[src/rtl/riscv_dbg_pkg.sv]
`default_nettype none
// ============================================================================
// Module  : riscv_dbg_pkg
// Purpose : Shared definitions for the RV32Core BRAM debug agent: command
//           opcode encodings, FSM state encoding, default BRAM depth and the
//           command-length clamp helper.
// Ports   : none (package)
// Revision: 1.0 - initial release
// ============================================================================
package riscv_dbg_pkg;

  localparam int BRAMWORDS = 4096;

  localparam logic [1:0] DBG_LOAD = 2'b00;
  localparam logic [1:0] DBG_DUMP = 2'b01;
  localparam logic [1:0] DBG_RUN  = 2'b10;
  localparam logic [1:0] DBG_RSVD = 2'b11;

  typedef enum logic [3:0] {
    ST_IDLE      = 4'd0,
    ST_LOAD      = 4'd1,
    ST_DUMP_ADDR = 4'd2,
    ST_DUMP_WAIT = 4'd3,
    ST_DUMP_OUT  = 4'd4,
    ST_RUN_RST   = 4'd5,
    ST_RUN_EXEC  = 4'd6,
    ST_FINISH    = 4'd7
  } dbg_state_e;

  // Limit a requested word count to the BRAM depth so addresses never wrap.
  function automatic logic [12:0] clamp_len(input logic [12:0] len,
                                            input logic [12:0] max_len);
    return (len > max_len) ? max_len : len;
  endfunction

endpackage
`default_nettype wire

[src/rtl/dbg_word_counter.sv]
`default_nettype none
// ============================================================================
// Module  : dbg_word_counter
// Purpose : Clearable up-counter with a terminal-value compare. Used for the
//           LOAD/DUMP word count and for the RUN reset/execute cycle counts.
// Ports   : clk_i    - clock
//           rst_ni   - asynchronous active-low reset
//           clr_i    - synchronous clear (has priority over inc_i)
//           inc_i    - increment by one
//           term_i   - terminal value
//           last_o   - high while the count equals term_i
// Revision: 1.0 - initial release
// ============================================================================
module dbg_word_counter #(
  parameter int WIDTH = 13
) (
  input  logic             clk_i,
  input  logic             rst_ni,
  input  logic             clr_i,
  input  logic             inc_i,
  input  logic [WIDTH-1:0] term_i,
  output logic             last_o
);

  logic [WIDTH-1:0] count_q;
  logic [WIDTH-1:0] count_d;

  always_comb begin
    count_d = count_q;
    if (clr_i) begin
      count_d = '0;
    end else if (inc_i) begin
      count_d = count_q + 1'b1;
    end
  end

  always_ff @(posedge clk_i or negedge rst_ni) begin
    if (!rst_ni) begin
      count_q <= '0;
    end else begin
      count_q <= count_d;
    end
  end

  assign last_o = (count_q == term_i);

endmodule
`default_nettype wire

[src/rtl/bram_debug_agent.sv]
`default_nettype none
// ============================================================================
// Module  : bram_debug_agent
// Purpose : Host for the RV32Core BRAM debug ports. Executes LOAD (bulk
//           write), DUMP (bulk read) and RUN (core reset pulse plus fixed
//           execution window) commands received over valid/ready streams.
// Ports   : CPU_CLK, CPU_RST_N            - clock, async active-low reset
//           cmd_valid/ready, cmd_op/sel/len - command stream
//           in_valid/ready, in_data       - LOAD word stream
//           out_valid/ready, out_data     - DUMP word stream
//           CPU_Debug_DataRAM_A2/WD2/WE2/RD2 - DataRAM debug port
//           CPU_Debug_InstRAM_A2/WD2/WE2/RD2 - InstRAM debug port
//           CPU_Core_RST                  - active-high core reset
//           busy, done                    - status (done is a 1-cycle pulse)
// Revision: 1.0 - initial release
// ============================================================================
module bram_debug_agent
  import riscv_dbg_pkg::*;
#(
  parameter int BRAM_WORDS = BRAMWORDS,
  parameter int RST_CYCLES = 5,
  parameter int RUN_CYCLES = 200000
) (
  input  logic        CPU_CLK,
  input  logic        CPU_RST_N,
  input  logic        cmd_valid,
  output logic        cmd_ready,
  input  logic [1:0]  cmd_op,
  input  logic        cmd_sel,
  input  logic [12:0] cmd_len,
  input  logic        in_valid,
  output logic        in_ready,
  input  logic [31:0] in_data,
  output logic        out_valid,
  input  logic        out_ready,
  output logic [31:0] out_data,
  output logic [31:0] CPU_Debug_DataRAM_A2,
  output logic [31:0] CPU_Debug_DataRAM_WD2,
  output logic [3:0]  CPU_Debug_DataRAM_WE2,
  input  logic [31:0] CPU_Debug_DataRAM_RD2,
  output logic [31:0] CPU_Debug_InstRAM_A2,
  output logic [31:0] CPU_Debug_InstRAM_WD2,
  output logic [3:0]  CPU_Debug_InstRAM_WE2,
  input  logic [31:0] CPU_Debug_InstRAM_RD2,
  output logic        CPU_Core_RST,
  output logic        busy,
  output logic        done
);

  localparam int CYC_MAX = (RUN_CYCLES > RST_CYCLES) ? RUN_CYCLES : RST_CYCLES;
  localparam int CYC_W   = $clog2(CYC_MAX + 1);
  localparam logic [12:0]      LEN_MAX  = 13'(BRAM_WORDS);
  localparam logic [CYC_W-1:0] RST_TERM = CYC_W'(RST_CYCLES - 1);
  localparam logic [CYC_W-1:0] RUN_TERM = CYC_W'(RUN_CYCLES - 1);

  dbg_state_e state_q, state_d;

  logic        sel_q;
  logic [12:0] len_q;
  logic [31:0] addr_q;
  logic [31:0] out_data_q;
  logic [31:0] d_a2_q, d_wd_q, i_a2_q, i_wd_q;
  logic [3:0]  d_we_q, i_we_q;

  logic        w_cmd_fire, w_in_fire, w_out_fire;
  logic [12:0] w_len;
  logic        w_word_last, w_cyc_last;
  logic        w_a2_load, w_wr, w_sel;
  logic [31:0] w_a2_val;

  assign w_cmd_fire = cmd_valid && cmd_ready;
  assign w_in_fire  = in_valid && in_ready;
  assign w_out_fire = out_valid && out_ready;
  assign w_len      = clamp_len(cmd_len, LEN_MAX);

  // Word counter: terminal at len'-1, so last_o flags the final word's handshake.
  dbg_word_counter #(.WIDTH(13)) u_word_cnt (
    .clk_i  (CPU_CLK),
    .rst_ni (CPU_RST_N),
    .clr_i  (w_cmd_fire),
    .inc_i  (w_in_fire || w_out_fire),
    .term_i (len_q - 13'd1),
    .last_o (w_word_last)
  );

  // Cycle counter: reused for the reset window then restarted for the run window.
  dbg_word_counter #(.WIDTH(CYC_W)) u_cyc_cnt (
    .clk_i  (CPU_CLK),
    .rst_ni (CPU_RST_N),
    .clr_i  (w_cmd_fire || ((state_q == ST_RUN_RST) && w_cyc_last)),
    .inc_i  ((state_q == ST_RUN_RST) || (state_q == ST_RUN_EXEC)),
    .term_i ((state_q == ST_RUN_EXEC) ? RUN_TERM : RST_TERM),
    .last_o (w_cyc_last)
  );

  // State register
  always_ff @(posedge CPU_CLK or negedge CPU_RST_N) begin
    if (!CPU_RST_N) begin
      state_q <= ST_IDLE;
    end else begin
      state_q <= state_d;
    end
  end

  // Next-state logic
  always_comb begin
    state_d = state_q;
    case (state_q)
      ST_IDLE: begin
        if (cmd_valid) begin
          case (cmd_op)
            DBG_LOAD: state_d = (w_len == 13'd0) ? ST_FINISH : ST_LOAD;
            DBG_DUMP: state_d = (w_len == 13'd0) ? ST_FINISH : ST_DUMP_ADDR;
            DBG_RUN:  state_d = ST_RUN_RST;
            default:  state_d = ST_FINISH;
          endcase
        end
      end
      ST_LOAD:      if (w_in_fire && w_word_last) state_d = ST_FINISH;
      ST_DUMP_ADDR: state_d = ST_DUMP_WAIT;
      ST_DUMP_WAIT: state_d = ST_DUMP_OUT;
      ST_DUMP_OUT:  if (w_out_fire) state_d = w_word_last ? ST_FINISH : ST_DUMP_ADDR;
      ST_RUN_RST:   if (w_cyc_last) state_d = ST_RUN_EXEC;
      ST_RUN_EXEC:  if (w_cyc_last) state_d = ST_FINISH;
      ST_FINISH:    state_d = ST_IDLE;
      default:      state_d = ST_IDLE;
    endcase
  end

  // Output decode
  always_comb begin
    cmd_ready    = (state_q == ST_IDLE);
    in_ready     = (state_q == ST_LOAD);
    out_valid    = (state_q == ST_DUMP_OUT);
    busy         = (state_q != ST_IDLE);
    done         = (state_q == ST_FINISH);
    CPU_Core_RST = (state_q != ST_RUN_EXEC);
  end

  // Debug-port address/write control. The A2 register is loaded on entry to
  // DUMP_ADDR so the address is already on the BRAM pins during that cycle.
  always_comb begin
    w_a2_load = 1'b0;
    w_a2_val  = addr_q;
    w_wr      = 1'b0;
    w_sel     = (state_q == ST_IDLE) ? cmd_sel : sel_q;
    case (state_q)
      ST_IDLE: begin
        if (w_cmd_fire && (cmd_op == DBG_DUMP) && (w_len != 13'd0)) begin
          w_a2_load = 1'b1;
          w_a2_val  = 32'd0;
        end
      end
      ST_LOAD: begin
        if (w_in_fire) begin
          w_a2_load = 1'b1;
          w_wr      = 1'b1;
        end
      end
      ST_DUMP_OUT: begin
        if (w_out_fire && !w_word_last) begin
          w_a2_load = 1'b1;
          w_a2_val  = addr_q + 32'd4;
        end
      end
      default: ;
    endcase
  end

  always_ff @(posedge CPU_CLK or negedge CPU_RST_N) begin
    if (!CPU_RST_N) begin
      sel_q      <= 1'b0;
      len_q      <= 13'd0;
      addr_q     <= 32'd0;
      out_data_q <= 32'd0;
      d_a2_q     <= 32'd0;
      d_wd_q     <= 32'd0;
      d_we_q     <= 4'd0;
      i_a2_q     <= 32'd0;
      i_wd_q     <= 32'd0;
      i_we_q     <= 4'd0;
    end else begin
      if (w_cmd_fire) begin
        sel_q  <= cmd_sel;
        len_q  <= w_len;
        addr_q <= 32'd0;
      end
      if (w_in_fire || w_out_fire) begin
        addr_q <= addr_q + 32'd4;
      end
      if (state_q == ST_DUMP_WAIT) begin
        out_data_q <= sel_q ? CPU_Debug_InstRAM_RD2 : CPU_Debug_DataRAM_RD2;
      end
      if (w_a2_load && !w_sel) d_a2_q <= w_a2_val;
      if (w_a2_load &&  w_sel) i_a2_q <= w_a2_val;
      if (w_wr && !w_sel) d_wd_q <= in_data;
      if (w_wr &&  w_sel) i_wd_q <= in_data;
      d_we_q <= (w_wr && !w_sel) ? 4'b1111 : 4'b0000;
      i_we_q <= (w_wr &&  w_sel) ? 4'b1111 : 4'b0000;
    end
  end

  assign out_data              = out_data_q;
  assign CPU_Debug_DataRAM_A2  = d_a2_q;
  assign CPU_Debug_DataRAM_WD2 = d_wd_q;
  assign CPU_Debug_DataRAM_WE2 = d_we_q;
  assign CPU_Debug_InstRAM_A2  = i_a2_q;
  assign CPU_Debug_InstRAM_WD2 = i_wd_q;
  assign CPU_Debug_InstRAM_WE2 = i_we_q;

endmodule
`default_nettype wire
[config.mk]
export PLATFORM = sky130hd
export DESIGN_NAME = bram_debug_agent
export DESIGN_NICKNAME = d
export VERILOG_FILES = /design/src/rtl/riscv_dbg_pkg.sv /design/src/rtl/dbg_word_counter.sv /design/src/rtl/bram_debug_agent.sv
export SDC_FILE = /design/constraint.sdc
export NUM_CORES = 1
export LEC_CHECK = 0
export ABC_AREA = 0
export BUFFER_PORTS_ARGS = -buffer_cell sky130_fd_sc_hd__buf_2
export CAP_MARGIN = 15
export CORE_MARGIN = 3
export CORE_UTILIZATION = 50
export CTS_CLUSTER_SIZE = 25
export DETAILED_ROUTE_END_ITERATION = 6
export PLACE_DENSITY = 0.76
export SLEW_MARGIN = 25
export SYNTH_ARGS = -nofsm -noshare
export SYNTH_HDL_FRONTEND = slang
export SYNTH_SLANG_ARGS = --single-unit
[constraint.sdc]
create_clock -name CPU_CLK -period 7.7 [get_ports CPU_CLK]
set_clock_uncertainty 0.15 [all_clocks]
set_input_delay 0.385 -clock CPU_CLK [delete_from_list [all_inputs] [get_ports CPU_CLK]]
set_output_delay 0.385 -clock CPU_CLK [all_outputs]
set_load 0.05 [all_outputs]
Word level (Yosys, flattened, before mapping)
Cells that the tools add are included.

Add/sub/neg operators: 4. Multiply operators: 0. Divide/modulo/power cells: 0. Magnitude comparators: 1. Eq/ne operators: 17. Shift-type cells: 0. Multiplexer cells: 30. Bitwise logic cells: 0. Reductions and logical operators: 25.

Operator list (count): $mux 32 (5); $pmux 32 s2 (1); $mux 18 (3); $mux 13 (3); $add 32x3->32 const B (1); $mux 4 (7); $pmux 4 s7 (1); $add 18x1->18 const B (1); $eq 18x18->1 (1); $eq 4x3->1 const B (4); $add 13x1->13 const B (1); $eq 13x13->1 (1); $gt 13x13->1 const B (1); $logic_not 13->1 (1); $reduce_bool 13->1 (1); $sub 13x1->13 const B (1); $logic_and 1x1->1 (12); $mux 3 (3); $pmux 3 s3 (1); $eq 4x2->1 const B (2); $ne 2x2->1 const B (3); $mux 1 (5); $reduce_and 5->1 (1); $eq 4x1->1 const B (1); 11 further kinds (16).

Register bits after elaboration: 249. Bits in latches: 0. Bits in writable memories: 0. ROM bits: 0. Output and inout port bits: 174. Memories: 0.

Logic depth before layout (Yosys ltp)
Gate-level depths: netlist of the first run.

Word-level depth: 7. Depth in mapped cells: 11. Mapped depth without buffers: 9.

Modules after synthesis
Synthesis of the first run repeated with hierarchy kept, for this count alone.

Cells, all modules: 1294. Area total of the unflattened synthesis: 12081.6 µm².

By module, submodules not included: bram_debug_agent (times used 1, cells each 1095, area each 10134.7 µm², seq. area each 5180.0 µm²); dbg_word_counter (u_cyc_cnt) (times used 1, cells each 119, area each 1131.1 µm², seq. area each 450.4 µm²); dbg_word_counter (u_word_cnt) (times used 1, cells each 80, area each 815.8 µm², seq. area each 325.3 µm²).

Worst setup path before layout of the first run
No wires, ideal clock.

Path kind: register -> register. From: register state_q[1]. To: register i_a2_q[11] (netlist: CPU_Debug_InstRAM_A2[11]). Arrival: 3.264 ns. Data required time: 7.468 ns. Path slack: 4.204 ns. Stages on the path, launching flop included: 12. Buffers on the path: 3. Period minus slack after synthesis: 3.496 ns. Cells stage by stage: dfrtp_1 clkbuf_1 nor2_1 nand2_1 inv_1 and2_1 buf_2 nand3_1 clkbuf_1 o21ai_0 nor3_1 a31oi_1.

Cells in the longest elaborated chain, start to end: 7.

RTL lines: from (decl) (line bram_debug_agent.sv:56) `dbg_state_e state_q, state_d;`; from (signal assigned) (line bram_debug_agent.sv:101) `state_q <= state_d;`; $logic_not 4->1 * (line bram_debug_agent.sv:132) `cmd_ready = (state_q == ST_IDLE);`; net cmd_ready (line bram_debug_agent.sv:27) `output logic cmd_ready,`; $logic_and 1x1->1 (line bram_debug_agent.sv:71) `assign w_cmd_fire = cmd_valid && cmd_ready;`; $logic_and 1x1->1 (2 in a row) (line bram_debug_agent.sv:149) `if (w_cmd_fire && (cmd_op == DBG_DUMP) && (w_len != 13'd0)) begin`; $mux 1 (line bram_debug_agent.sv:149); $pmux 1 s3 (line bram_debug_agent.sv:147) `case (state_q)`; $logic_and 1x1->1 (line bram_debug_agent.sv:195) `if (w_a2_load && w_sel) i_a2_q <= w_a2_val;`; to (signal assigned) (line bram_debug_agent.sv:195); to (decl) (line bram_debug_agent.sv:62) `logic [31:0] d_a2_q, d_wd_q, i_a2_q, i_wd_q;`.

The timed path passes the listed nets; every way through them passes the cells marked *. A chain may end at the register's enable or synchronous reset.

Worst setup path after layout of the first run
From: register len_q[3]. To: register i_a2_q[29] (netlist: CPU_Debug_InstRAM_A2[29]).

Cells in the longest elaborated chain, start to end: 7.

RTL lines: from (decl) (line bram_debug_agent.sv:59) `logic [12:0] len_q;`; from (signal assigned) (line bram_debug_agent.sv:185) `len_q <= w_len;`; $sub 13x1->13 * (line bram_debug_agent.sv:82) `.term_i (len_q - 13'd1),`; $eq 13x13->1 * (line dbg_word_counter.sv:45) `assign last_o = (count_q == term_i);`; $logic_not 1->1 * (line bram_debug_agent.sv:161) `if (w_out_fire && !w_word_last) begin`; $logic_and 1x1->1 * (line bram_debug_agent.sv:161); $mux 1 (line bram_debug_agent.sv:161); $pmux 1 s3 (line bram_debug_agent.sv:147); $logic_and 1x1->1 (line bram_debug_agent.sv:195).

Mark *: on every way between the ends. The rest lies on a longest branch, timed or not.

==> results of run 1 <==
cells by family after synthesis:
logic type,after synthesis,synth area share [%]
simple gates,438,17.3
mux,130,13.2
xor+xnor,46,3.52
flops,238,51.1
compound gates,202,11.0
fa+ha+maj,4,0.429
buf+inv,89,3.49
flip-flops by register name, summed over array words and instances, names as in the netlist, 18 cells and up:
signal,cells
CPU_Debug_DataRAM_WD2,32
CPU_Debug_InstRAM_WD2,32
out_data,32
CPU_Debug_DataRAM_A2,31
CPU_Debug_InstRAM_A2,31
addr_q,30
u_cyc_cnt.count_q,18
synthesized netlist by cell type, drive strengths merged (10+ instances only):
cell type / instances
a21oi: 22
a31oi: 22
and4: 13
buf: 21
clkbuf: 50
dfrtp: 238
inv: 17
mux2: 74
mux2i: 56
nand2: 215
nand3: 44
nand4: 10
nor2: 70
nor3: 30
o211ai: 19
o21ai: 86
xnor2: 24
xor2: 22
path summary, 6_finish.rpt:
| path | from | end | slack (ps) | cells after the start |
|---|---|---|---|---|
| hold reg to reg | CPU_Debug_InstRAM_WD2[24]$_DFFE_PN0P_ | CPU_Debug_InstRAM_WD2[24]$_DFFE_PN0P_ | 320 | 2 |
| setup reg to reg | len_q[3]$_DFFE_PN0P_ | CPU_Debug_InstRAM_A2[29]$_DFFE_PN0P_ | 3310 | 8 |
| setup / recovery | len_q[3]$_DFFE_PN0P_ | CPU_Debug_InstRAM_A2[29]$_DFFE_PN0P_ | 3310 | 8 |
| max in group asynchronous | CPU_RST_N | out_data[22]$_DFFE_PN0P_ | 5550 | 3 |
| hold / removal | CPU_Debug_DataRAM_RD2[14] | out_data[14]$_DFFE_PN0P_ | 20 | 3 |
| min in group asynchronous | CPU_RST_N | u_word_cnt.count_q[4]$_DFFE_PN0P_ | 370 | 2 |
per-stage QoR:
stage / std cells / instance area [um2] / power [mW] / util, % / hold slack [ps]
3_5_place_dp: 1692 / 13300 / 4.59 / 58.4 / 308
5_1_grt: 1812 / 14900 / 6.20 / 65.4 / 13.0
4_1_cts: 1811 / 14900 / 5.90 / 65.3 / 0.554
3_3_place_gp: 1692 / 13300 / 4.54 / 58.3 / 304
6_report: 1812 / 14900 / 5.91 / 65.4 / 15.1
2_1_floorplan: 1147 / 11700 / 3.90 / - / -60.6
timing repair:
item | 4_1_cts | 5_1_grt
hold buffers | 72 | 0
setup buffers | 0 | 0
endpoints found under the hold margin | 203 | 0
power breakdown:
| part | switching, mW | total, mW | internal, mW | leakage, nW |
|---|---|---|---|---|
| Clock | 0.510 | 1.25 | 0.741 | 0.427 |
| Sequential | 0.324 | 1.93 | 1.61 | 3.13 |
| Combinational | 1.98 | 2.73 | 0.754 | 3.90 |
| Total | 2.81 | 5.91 | 3.10 | 7.46 |
worst register-to-register path, cell delays in order (launching register included):
cell      delay (ps)
dfrtp_1          430
or4_1            650
or4_1            500
xnor2_2          210
nand4b_2         570
o21ai_4          750
a31oi_4          340
buf_4            340
mux2_4           340
cell usage in the layout, fill, tap and decap left out, drive strengths merged, types with 2 or more instances in the layout:
master	netlist	routed
nand3	44	44
dfrtp	238	238
o21bai	4	4
dlygate4sd3	0	72
or3	7	7
o211ai	19	19
o21ai	86	86
or4	3	3
nor4	8	8
a21oi	22	22
buf	21	303
xor2	22	22
a31oi	22	22
and4	13	13
ha	4	4
clkbuf	50	39
o22ai	5	5
o31ai	8	8
nand4b	2	2
nand2b	5	5
clkinv	1	7
a211oi	6	6
and3	9	9
nand4	10	10
nor3	30	30
a21o	8	8
mux2	74	74
and2	8	8
nand2	215	215
nor2	70	70
inv	17	17
xnor2	24	24
nand3b	4	4
o2111ai	5	5
mux2i	56	56
or4b	2	2
a22o	9	9
nor3b	3	3
final cells by class:
| class | count | share of cell area, % |
|---|---|---|
| multi-input cells | 820 | 35.8 |
| flip-flops and latches | 238 | 40.0 |
| clock inverters | 8 | 0.479 |
| repair buffers | 375 | 15.3 |
| well taps | 313 | 2.63 |
| clock buffers | 39 | 5.31 |
| inverters | 18 | 0.454 |
| diodes | 1 | 0.0168 |
per-layer routing:
metal	global-route usage (%)	part of all wire, %
met1	35.4	43
met2	41.3	47
met3	5.22	6.9
met4	9.39	4.0
met5	0	0
==> impl_metrics.csv, run 1 <==
group,metric,value,unit
hold_path,holdCritPathClass,"in -> reg",
timing,rsz0062_at_grt,"false",
die,core.rowCount,55,
setup_path,crit_arrival,4650,ps
clock_tree,cts-root-buf,"clkbuf_16",
yosys,syn_area_per_cell,10.2,um2
route,dr.pass1.iters,5,
global_routing,grt_max_degree,112,
setup_path,cp-end-kind,"flip-flop",
yosys,synth_async_sr_flop_share,100,%
placement,pre_cts_slack,3350,ps
run,maxCapViolations,0,
setup_path,crit_type,"reg -> reg",
setup_path,cp_top_family,"simple AND/OR/NAND/NOR gates",
timing,tns,0,ps
clock_tree,cts.sinks,238,
final_layout,post_route_cells_drive_above_1_share,29.2,%
final_layout,multi_input_area,0.00533,mm2
setup_path,crit_top_cell,"or4_1",
clock_tree,ctsResizeCount,0,
setup_path,cp_num_buf_inv,1,
timing,finalCritPeriodShare,57.1,%
global_routing,grt_overflow,0,
die,design.core.area,0.0228,mm2
yosys,ys_ff_latch,238,
route,drc,0,
yosys,syn_area,0.0117,mm2
clock_tree,cts.reportedPaths.clkPinSlew,60,ps
placement,hpwl,22.1,mm
yosys,synth_edf_count,0,
outcome,status,"finished, final reports clean",
die,dieArea,0.0252,mm2
pwr,power_leakage,7.46,nW
pwr,p_per_area,397,mW/mm2
setup_path,crit_required,7960,ps
clock_tree,cts_tree,"yes",
route,drt_iter0_markers,700,
timing,slew_viol_final,0,
final_layout,syn2layout_area_growth,27.7,%
placement,portBuffers,290,
route,via_count,10100,
route,drtAntennaViolNets,0,
yosys,ys.flop_type,"dfrtp_1",
global_routing,grt_antenna_before_repair,1,
timing,finalSetupViolations,0,
route,drt-total-wl,33.3,mm
placement,place_congestion,0.908,
clock_tree,clockBufferDepth,3,
yosys,yosysWarnings,0,
timing,worst_slack,3310,ps
route,vias_per_cell,5.56,
yosys,synth_fp_nets,1268,
setup_path,crit_path_start_kind,"flip-flop",
yosys,yosys-top-cells-area,"dfrtp_1 (51%), nand2_1 (6.9%), mux2_4 (5.0%)",
route,wl_per_cell,18.4,um
setup_path,critPathMaxFanout,22,
global_routing,track_usage,25.9,%
global_routing,grt_pass1_vias,9907,
final_layout,nFillCells,1756,
timing,worstMarginPinSlew,930,ps
setup_path,cpPeakStageDelay,740,ps
yosys,synth_top_area_share,51.1,%
setup_path,crit_chain,"or4_1 -> or4_1 -> xnor2_2 -> nand4b_2 -> o21ai_4 -> a31oi_4 -> buf_4 -> mux2_4",
timing,finalCriticalPeriod,4390,ps
global_routing,grt_pass1_wl,54.0,mm
clock_tree,clk_latency,530,ps
die,die_y,159,um
timing,max_freq,0.228,GHz
final_layout,nets,1600,
yosys,synth_top_area_cell,"dfrtp_1",
clock_tree,cts_buffers,26,
die,start_util,51.2,%
setup_path,cp_slowest_cell,"o21ai_4",
pwr,peakVddDrop,0.254,mV
yosys,ys_types,61,
yosys,yosysSeqAreaShare,51.1,%
timing,hold_violations,0,
final_layout,layout.area.seq,0.00596,mm2
die,pin_count,291,
yosys,syn-instance-count,1147,
die,die_x,159,um
clock_tree,htreeDepth,1,
timing,maxSlewHeadroom,38.0,%
Power figures use the tool's default switching activity.
==> inputs of run 2 (changes only) <==
==> constraint.sdc (replaced) <==
create_clock -name CPU_CLK -period 4.2 [get_ports CPU_CLK]
set_clock_uncertainty 0.15 [all_clocks]
set_input_delay 0.21 -clock CPU_CLK [delete_from_list [all_inputs] [get_ports CPU_CLK]]
set_output_delay 0.21 -clock CPU_CLK [all_outputs]
set_load 0.05 [all_outputs]
==> run 2 against run 1 <==
  * Sequential share of layout area decreased by 1.4 points
  * Via count increased by 3.7%
  * Non-clock buffer count increased by 51
  * Count of clock-buffer cells in the layout decreased by 2
  * Global-route usage increased by 2.0 points
  * Critical path type unchanged
  * Largest cell class unchanged
  * Largest power group unchanged
==> impl_metrics.csv, run 2 (synthesis gave the netlist of run 1 again) <==
group,metric,value,unit
setup_path,crit_required,4460,ps
clock_tree,cts_tree,"yes",
clock_tree,clockBufferDepth,3,
die,pin_count,291,
final_layout,layout_commonest_cell,"buf_2",
global_routing,use_met1,36.0,%
placement,hpwl,22.5,mm
timing,maxSlewHeadroom,37.1,%
global_routing,grt_overflow,0,
timing,worstMarginPinSlew,943,ps
route,drc,0,
setup_path,timing.rr.end,"CPU_Debug_InstRAM_A2[21]$_DFFE_PN0P_",
timing,tns,0,ps
hold_path,hold_end,"state_q[2]$_DFFE_PN0P_",
global_routing,grt_max_degree,120,
global_routing,grt_use_met2,45.2,%
final_layout,mostFrequentLayoutCells,"buf_2 (289), dfrtp_1 (237), nand2_1 (215)",
final_layout,post_route_cells_drive_above_1_share,28.8,%
clock_tree,clk_latency,520,ps
clock_tree,cts.reportedPaths.clkPinSlew,60,ps
final_layout,nFillCells,1699,
clock_tree,cts.sinks,238,
placement,postPlaceCellArea,0.0134,mm2
pwr,p_per_area,723,mW/mm2
hold_path,hold_start,"out_ready",
setup_path,cp_num_buf_inv,2,
setup_path,crit_chain,"inv_1 -> ha_1 -> nor3b_1 -> nand2_1 -> a211oi_1 -> o211ai_1 -> o21ai_4 -> a31oi_4 -> buf_4 -> mux2_4",
setup_path,cp_num_cells,10,
setup_path,cp_top_family,"compound AO/OA/AOI/OAI gates",
die,dieArea,0.0252,mm2
timing,finalCritPeriodShare,83.9,%
global_routing,top_usage_layer,"met2",
hold_path,hold_depth,4,
global_routing,grt_pass1_wl,57.6,mm
setup_path,crit_arrival,3790,ps
die,die_y,159,um
pwr,finalPower,11.1,mW
setup_path,crit_type,"reg -> reg",
route,dr.pass1.iters,5,
clock_tree,cts_buffers,26,
setup_path,crit_path_start_kind,"flip-flop",
global_routing,grt_pass1_vias,10700,
route,drtAntennaViolNets,0,
clock_tree,postCtsSetupBuffers,0,
setup_path,cpPeakStageDelay,560,ps
global_routing,grt_use_met3,6.42,%
timing,slew_viol_final,0,
final_layout,syn2layout_area_growth,32.2,%
die,die_x,159,um
hold_path,holdCritPathClass,"in -> reg",
route,vias_per_cell,5.60,
setup_path,critPathMaxFanout,19,
placement,place_congestion,0.884,
die,design.core.area,0.0228,mm2
final_layout,nets,1651,
placement,portBuffers,290,
die,start_util,51.2,%
timing,finalSetupViolations,0,
final_layout,final_area,0.0154,mm2
route,wl_per_cell,19.2,um
pwr,peakVddDrop,0.492,mV
setup_path,regToRegStartpoint,"len_q[0]$_DFFE_PN0P_",
global_routing,grt_antenna_before_repair,3,
clock_tree,cts-root-buf,"clkbuf_16",
route,via_count,10400,
timing,finalCriticalPeriod,3520,ps
setup_path,cp-end-kind,"flip-flop",
global_routing,track_usage,28.0,%
die,core.rowCount,55,
timing,max_freq,0.284,GHz
run,maxCapViolations,0,
timing,rsz0062_at_grt,"false",
timing,hold_violations,0,
route,drt-total-wl,35.8,mm
pwr,power_leakage,7.70,nW
clock_tree,htreeDepth,1,
setup_path,rrSetupSlack,680,ps
setup_path,cp_slowest_cell,"o21ai_4",
route,drt_iter0_markers,764,
outcome,status,"finished, final reports clean",
setup_path,rr_worst_depth,10,
run 2: cell type report:
type                            count  area [um2]  share of cell area, %
Antenna cell                        3        7.51                 0.0487
Clock buffer                       37         763                   4.95
Clock inverter                     10         128                  0.828
Inverter                           18        67.6                  0.438
Multi-Input combinational cell    820        5330                   34.6
Sequential cell                   238        5960                   38.6
Tap cell                          313         392                   2.54
Timing Repair Buffer              426        2780                   18.0
run 2: worst max-delay path by stage:
stage / slack, ps / endpoint / start
after global routing: 450 / CPU_Debug_InstRAM_A2[23]$_DFFE_PN0P_ / len_q[0]$_DFFE_PN0P_
after global placement: 780 / CPU_Debug_InstRAM_A2[27]$_DFFE_PN0P_ / len_q[0]$_DFFE_PN0P_
after floorplan: 700 / CPU_Debug_InstRAM_A2[11]$_DFFE_PN0P_ / state_q[1]$_DFFE_PN0P_
final: 680 / CPU_Debug_InstRAM_A2[21]$_DFFE_PN0P_ / len_q[0]$_DFFE_PN0P_
after CTS: 670 / CPU_Debug_InstRAM_A2[5]$_DFFE_PN0P_ / len_q[3]$_DFFE_PN0P_
after detailed placement: 680 / CPU_Debug_InstRAM_A2[5]$_DFFE_PN0P_ / len_q[0]$_DFFE_PN0P_
run 2: report_power, final:
group	internal (mW)	switching (mW)	total, mW
Clock	1.44	0.935	2.38
Sequential	2.95	0.527	3.48
Combinational	1.50	3.79	5.29
Total	5.89	5.25	11.1
run 2: timing repair:
item | 4_1_cts | 5_1_grt
hold endpoints to repair | 185 | 0
hold buffers | 113 | 0
gates resized for setup | 0 | 0
run 2: stage by stage:
step	util, %	instances	setup slack [ps]	hold slack [ps]
global placement	58.7	1702	782	74.8
finish	67.7	1865	677	14.7
CTS	67.6	1862	674	4.42
global route	67.7	1865	447	25.5
floorplan	-	1147	704	-236
detailed placement	58.7	1702	677	74.6
run 2: worst reg2reg max path, delay by kind of cell, from the launching register on:
family	cells	cell delay (ps)
AOI/OAI and AO/OA	4	1250
and+or+nand+nor	2	690
adders and majority gates	1	230
buffers and inverters	2	350
muxes	1	340
DFF	1	410
run 2: routing by layer:
layer / up-vias / routed length [um]
met1: 5082 / 14500
met3: 133 / 2410
met4: 0 / 1780
met2: 442 / 17100
met5: - / 0
li1: 4789 / -
==> inputs of run 3 (changes only) <==
--- a/config.mk
+++ b/config.mk
@@ -5,14 +5,14 @@
 export SDC_FILE = /design/constraint.sdc
 export NUM_CORES = 1
 export LEC_CHECK = 0
-export ABC_AREA = 0
+export ABC_AREA = 1
 export BUFFER_PORTS_ARGS = -buffer_cell sky130_fd_sc_hd__buf_2
 export CAP_MARGIN = 15
 export CORE_MARGIN = 3
-export CORE_UTILIZATION = 50
+export CORE_UTILIZATION = 49
 export CTS_CLUSTER_SIZE = 25
 export DETAILED_ROUTE_END_ITERATION = 6
-export PLACE_DENSITY = 0.76
+export PLACE_DENSITY = 0.77
 export SLEW_MARGIN = 25
 export SYNTH_ARGS = -nofsm -noshare
 export SYNTH_HDL_FRONTEND = slang
==> constraint.sdc (replaced) <==
create_clock -name CPU_CLK -period 2.9 [get_ports CPU_CLK]
set_clock_uncertainty 0.15 [all_clocks]
set_input_delay 0.145 -clock CPU_CLK [delete_from_list [all_inputs] [get_ports CPU_CLK]]
set_output_delay 0.145 -clock CPU_CLK [all_outputs]
set_load 0.05 [all_outputs]
==> run 3 against run 2 <==
  * Clock power is 39% higher
  * Critical endpoint is now state_q[1]$_DFFE_PN0P_
  * Synthesized area increased by 2.1%
  * Die area increased by 4.0%
==> impl_metrics.csv, run 3 <==
group,metric,value,unit
outcome,status,"finished, final reports clean",
setup_path,crit_path_start_kind,"flip-flop",
run,maxCapViolations,0,
yosys,synth_top_area_cell,"dfrtp_1",
route,drtAntennaViolNets,0,
route,drt_iter0_markers,752,
setup_path,rrSetupSlack,290,ps
route,drt-total-wl,35.8,mm
final_layout,mostFrequentLayoutCells,"nand2_1 (486), buf_2 (289), dfrtp_1 (236)",
yosys,synth-simple-area-share,27.2,%
placement,place_congestion,0.927,
die,die_y,162,um
setup_path,critPathMaxFanout,22,
placement,hpwl,23.6,mm
setup_path,cp-end-kind,"flip-flop",
yosys,synth_fp_nets,1678,
die,start_util,50.3,%
clock_tree,cts_buffers,26,
yosys,synth_top_area_share,50.0,%
yosys,synth_adder_area_share,0.420,%
route,drc,0,
setup_path,timing.rr.end,"state_q[1]$_DFFE_PN0P_",
die,design.core.area,0.0237,mm2
global_routing,track_usage,27.1,%
die,pin_count,291,
final_layout,post_route_cells_drive_above_1_share,20.0,%
yosys,synth_compound_area_share,10.4,%
setup_path,crit_arrival,2910,ps
setup_path,rr_worst_depth,17,
clock_tree,cts-root-buf,"clkbuf_16",
timing,worstMarginPinSlew,670,ps
yosys,synth_top_family_by_area,"simple AND/OR/NAND/NOR gates",
final_layout,syn2layout_area_growth,33.5,%
yosys,syn-instance-count,1557,
timing,hold_violations,0,
setup_path,cp_top_family,"simple AND/OR/NAND/NOR gates",
setup_path,cpPeakStageDelay,380,ps
yosys,ys_ff_latch,238,
timing,whs,27.2,ps
global_routing,grt_pass1_vias,11800,
global_routing,grt_overflow,0,
setup_path,cp_num_buf_inv,3,
yosys,yosys-top-cells-area,"dfrtp_1 (50%), nand2_1 (15%), inv_1 (6.0%)",
final_layout,layout_commonest_cell,"nand2_1",
yosys,synth_async_sr_flop_share,100,%
setup_path,cp_slowest_cell,"dfrtp_1",
hold_path,holdCritPathClass,"in -> async",
timing,maxSlewHeadroom,55.3,%
pwr,p_per_area,1190,mW/mm2
pwr,power_leakage,8.39,nW
yosys,synth_mux_area_share,0,%
global_routing,grt_antenna_before_repair,2,
timing,finalCritPeriodShare,89.8,%
clock_tree,cts.sinks,238,
yosys,syn_area,0.0119,mm2
timing,slew_viol_final,0,
route,via_count,11900,
die,core.rowCount,56,
placement,portBuffers,290,
clock_tree,htreeDepth,1,
setup_path,crit_top_cell,"nand2_1",
timing,max_freq,0.384,GHz
yosys,ys_types,41,
pwr,peakVddDrop,0.892,mV
global_routing,grt_max_degree,89,
yosys,yosysSeqAreaShare,50.0,%
setup_path,crit_chain,"inv_1 -> ha_1 -> nand2_1 -> nor2_1 -> nand2_1 -> nor2_1 -> nand2_1 -> nand2_1 -> nand2_1 -> nor2_1 -> nand3_2 -> buf_4 -> o21ai_1 -> inv_1 -> nor2_1 -> nand2_1 -> nand2_1",
die,die_x,162,um
route,wl_per_cell,15.6,um
timing,finalCriticalPeriod,2610,ps
route,vias_per_cell,5.18,
yosys,ys.flop_type,"dfrtp_1",
route,dr.pass1.iters,5,
yosys,synth_edf_count,0,
clock_tree,clockBufferDepth,3,
timing,rsz0062_at_grt,"false",
final_layout,nets,2080,
timing,finalSetupViolations,0,
setup_path,regToRegStartpoint,"len_q[1]$_DFFE_PN0P_",
yosys,syn_area_per_cell,7.65,um2
clock_tree,clk_latency,530,ps
clock_tree,cts_tree,"yes",
yosys,yosysWarnings,0,
global_routing,grt_pass1_wl,58.8,mm
setup_path,crit_required,3210,ps
yosys,yosysMostFrequentCell,"nand2_1",
yosys,ys_top_cells_by_count,"nand2_1 (486), dfrtp_1 (238), inv_1 (189)",
setup_path,crit_type,"reg -> reg",
yosys,synth_xor_xnor_area_share,2.84,%
timing,tns,0,ps
die,dieArea,0.0262,mm2
clock_tree,cts.reportedPaths.clkPinSlew,60,ps
run 3: changes by cell type after synthesis, sizes merged, moves of 13 or more:
| cell | change |
|---|---|
| nor2 | +37 |
| a21oi | +33 |
| mux2 | -74 |
| inv | +178 |
| nand2 | +274 |
| a31oi | -19 |
| nand3 | +68 |
| o21ai | +45 |
| o22ai | +29 |
| xnor2 | -20 |
| o211ai | -19 |
| and4 | -13 |
| mux2i | -56 |
run 3: cell families (layout without fill, tap and decap cells):
kind of cell | Yosys count | after routing
fa+ha+maj | 4 | 4
buf+inv | 269 | 690
xor+xnor | 37 | 37
flops | 238 | 238
simple gates | 777 | 777
other cells | 0 | 2
compound gates | 232 | 232
run 3: worst max-delay path by stage:
stage                                      start                                    to  depth (start not counted)
after detailed placement    len_q[1]$_DFFE_PN0P_  CPU_Debug_DataRAM_A2[16]$_DFFE_PN0P_                         15
after CTS                   len_q[1]$_DFFE_PN0P_  CPU_Debug_DataRAM_A2[16]$_DFFE_PN0P_                         15
after global routing        len_q[1]$_DFFE_PN0P_                state_q[1]$_DFFE_PN0P_                         17
after global placement      len_q[1]$_DFFE_PN0P_  CPU_Debug_InstRAM_A2[22]$_DFFE_PN0P_                         15
after floorplan           state_q[2]$_DFFE_PN0P_    u_word_cnt.count_q[10]$_DFFE_PN0P_                         12
final                       len_q[1]$_DFFE_PN0P_                state_q[1]$_DFFE_PN0P_                         17
run 3: stage by stage:
step	instance area [um2]	worst slack, ps	instances	util, %	power (mW)
3_5_place_dp	13700	26.9	2125	57.9	15.0
4_1_cts	15800	14.6	2292	66.7	18.8
5_1_grt	15900	7.65	2299	67.1	20.1
2_1_floorplan	11900	224	1557	-	12.6
3_3_place_gp	13700	59.9	2125	57.9	14.8
6_report	15900	295	2299	67.1	18.9
run 3: power breakdown:
part	switching (mW)	internal, mW	leakage, nW	total (mW)
Combinational	7.25	2.77	4.88	10.0
Clock	1.34	1.97	0.426	3.31
Sequential	0.979	4.62	3.08	5.60
Total	9.57	9.36	8.39	18.9
run 3: timing repair:
item | in CTS | in global routing
resized for setup | 0 | 10
hold buffers | 120 | 0
setup buffers | 0 | 5
endpoints found under the setup margin | 0 | 63
endpoints found under the hold margin | 201 | 0
run 3: final cells by class:
cell class | count | area [um2]
well taps | 319 | 399
clock inverters | 7 | 68.8
multi-input cells | 1050 | 4910
inverters | 196 | 736
repair buffers | 447 | 3030
fillers | 1969 | 7780
diodes | 2 | 5.00
flip-flops and latches | 238 | 5960
clock buffers | 40 | 795
run 3: routing by layer:
layer / up-vias / global-route usage [%] / part of all wire, % / wire [um]
met5: - / 0 / 0 / 0
met4: 0 / 10.8 / 4.0 / 1450
met3: 104 / 4.79 / 6.5 / 2340
met2: 442 / 47.1 / 50 / 17900
met1: 5580 / 33.5 / 40 / 14200
li1: 5773 / - / - / -
run 3: worst reg2reg max path, stage by stage (launching register included):
cell,delay [ps]
dfrtp_1,380
inv_1,80
ha_1,220
nand2_1,90
nor2_1,160
nand2_1,110
nor2_1,100
nand2_1,50
nand2_1,70
nand2_1,50
nor2_1,130
nand3_2,130
buf_4,260
o21ai_1,190
inv_1,50
nor2_1,170
nand2_1,80
nand2_1,60
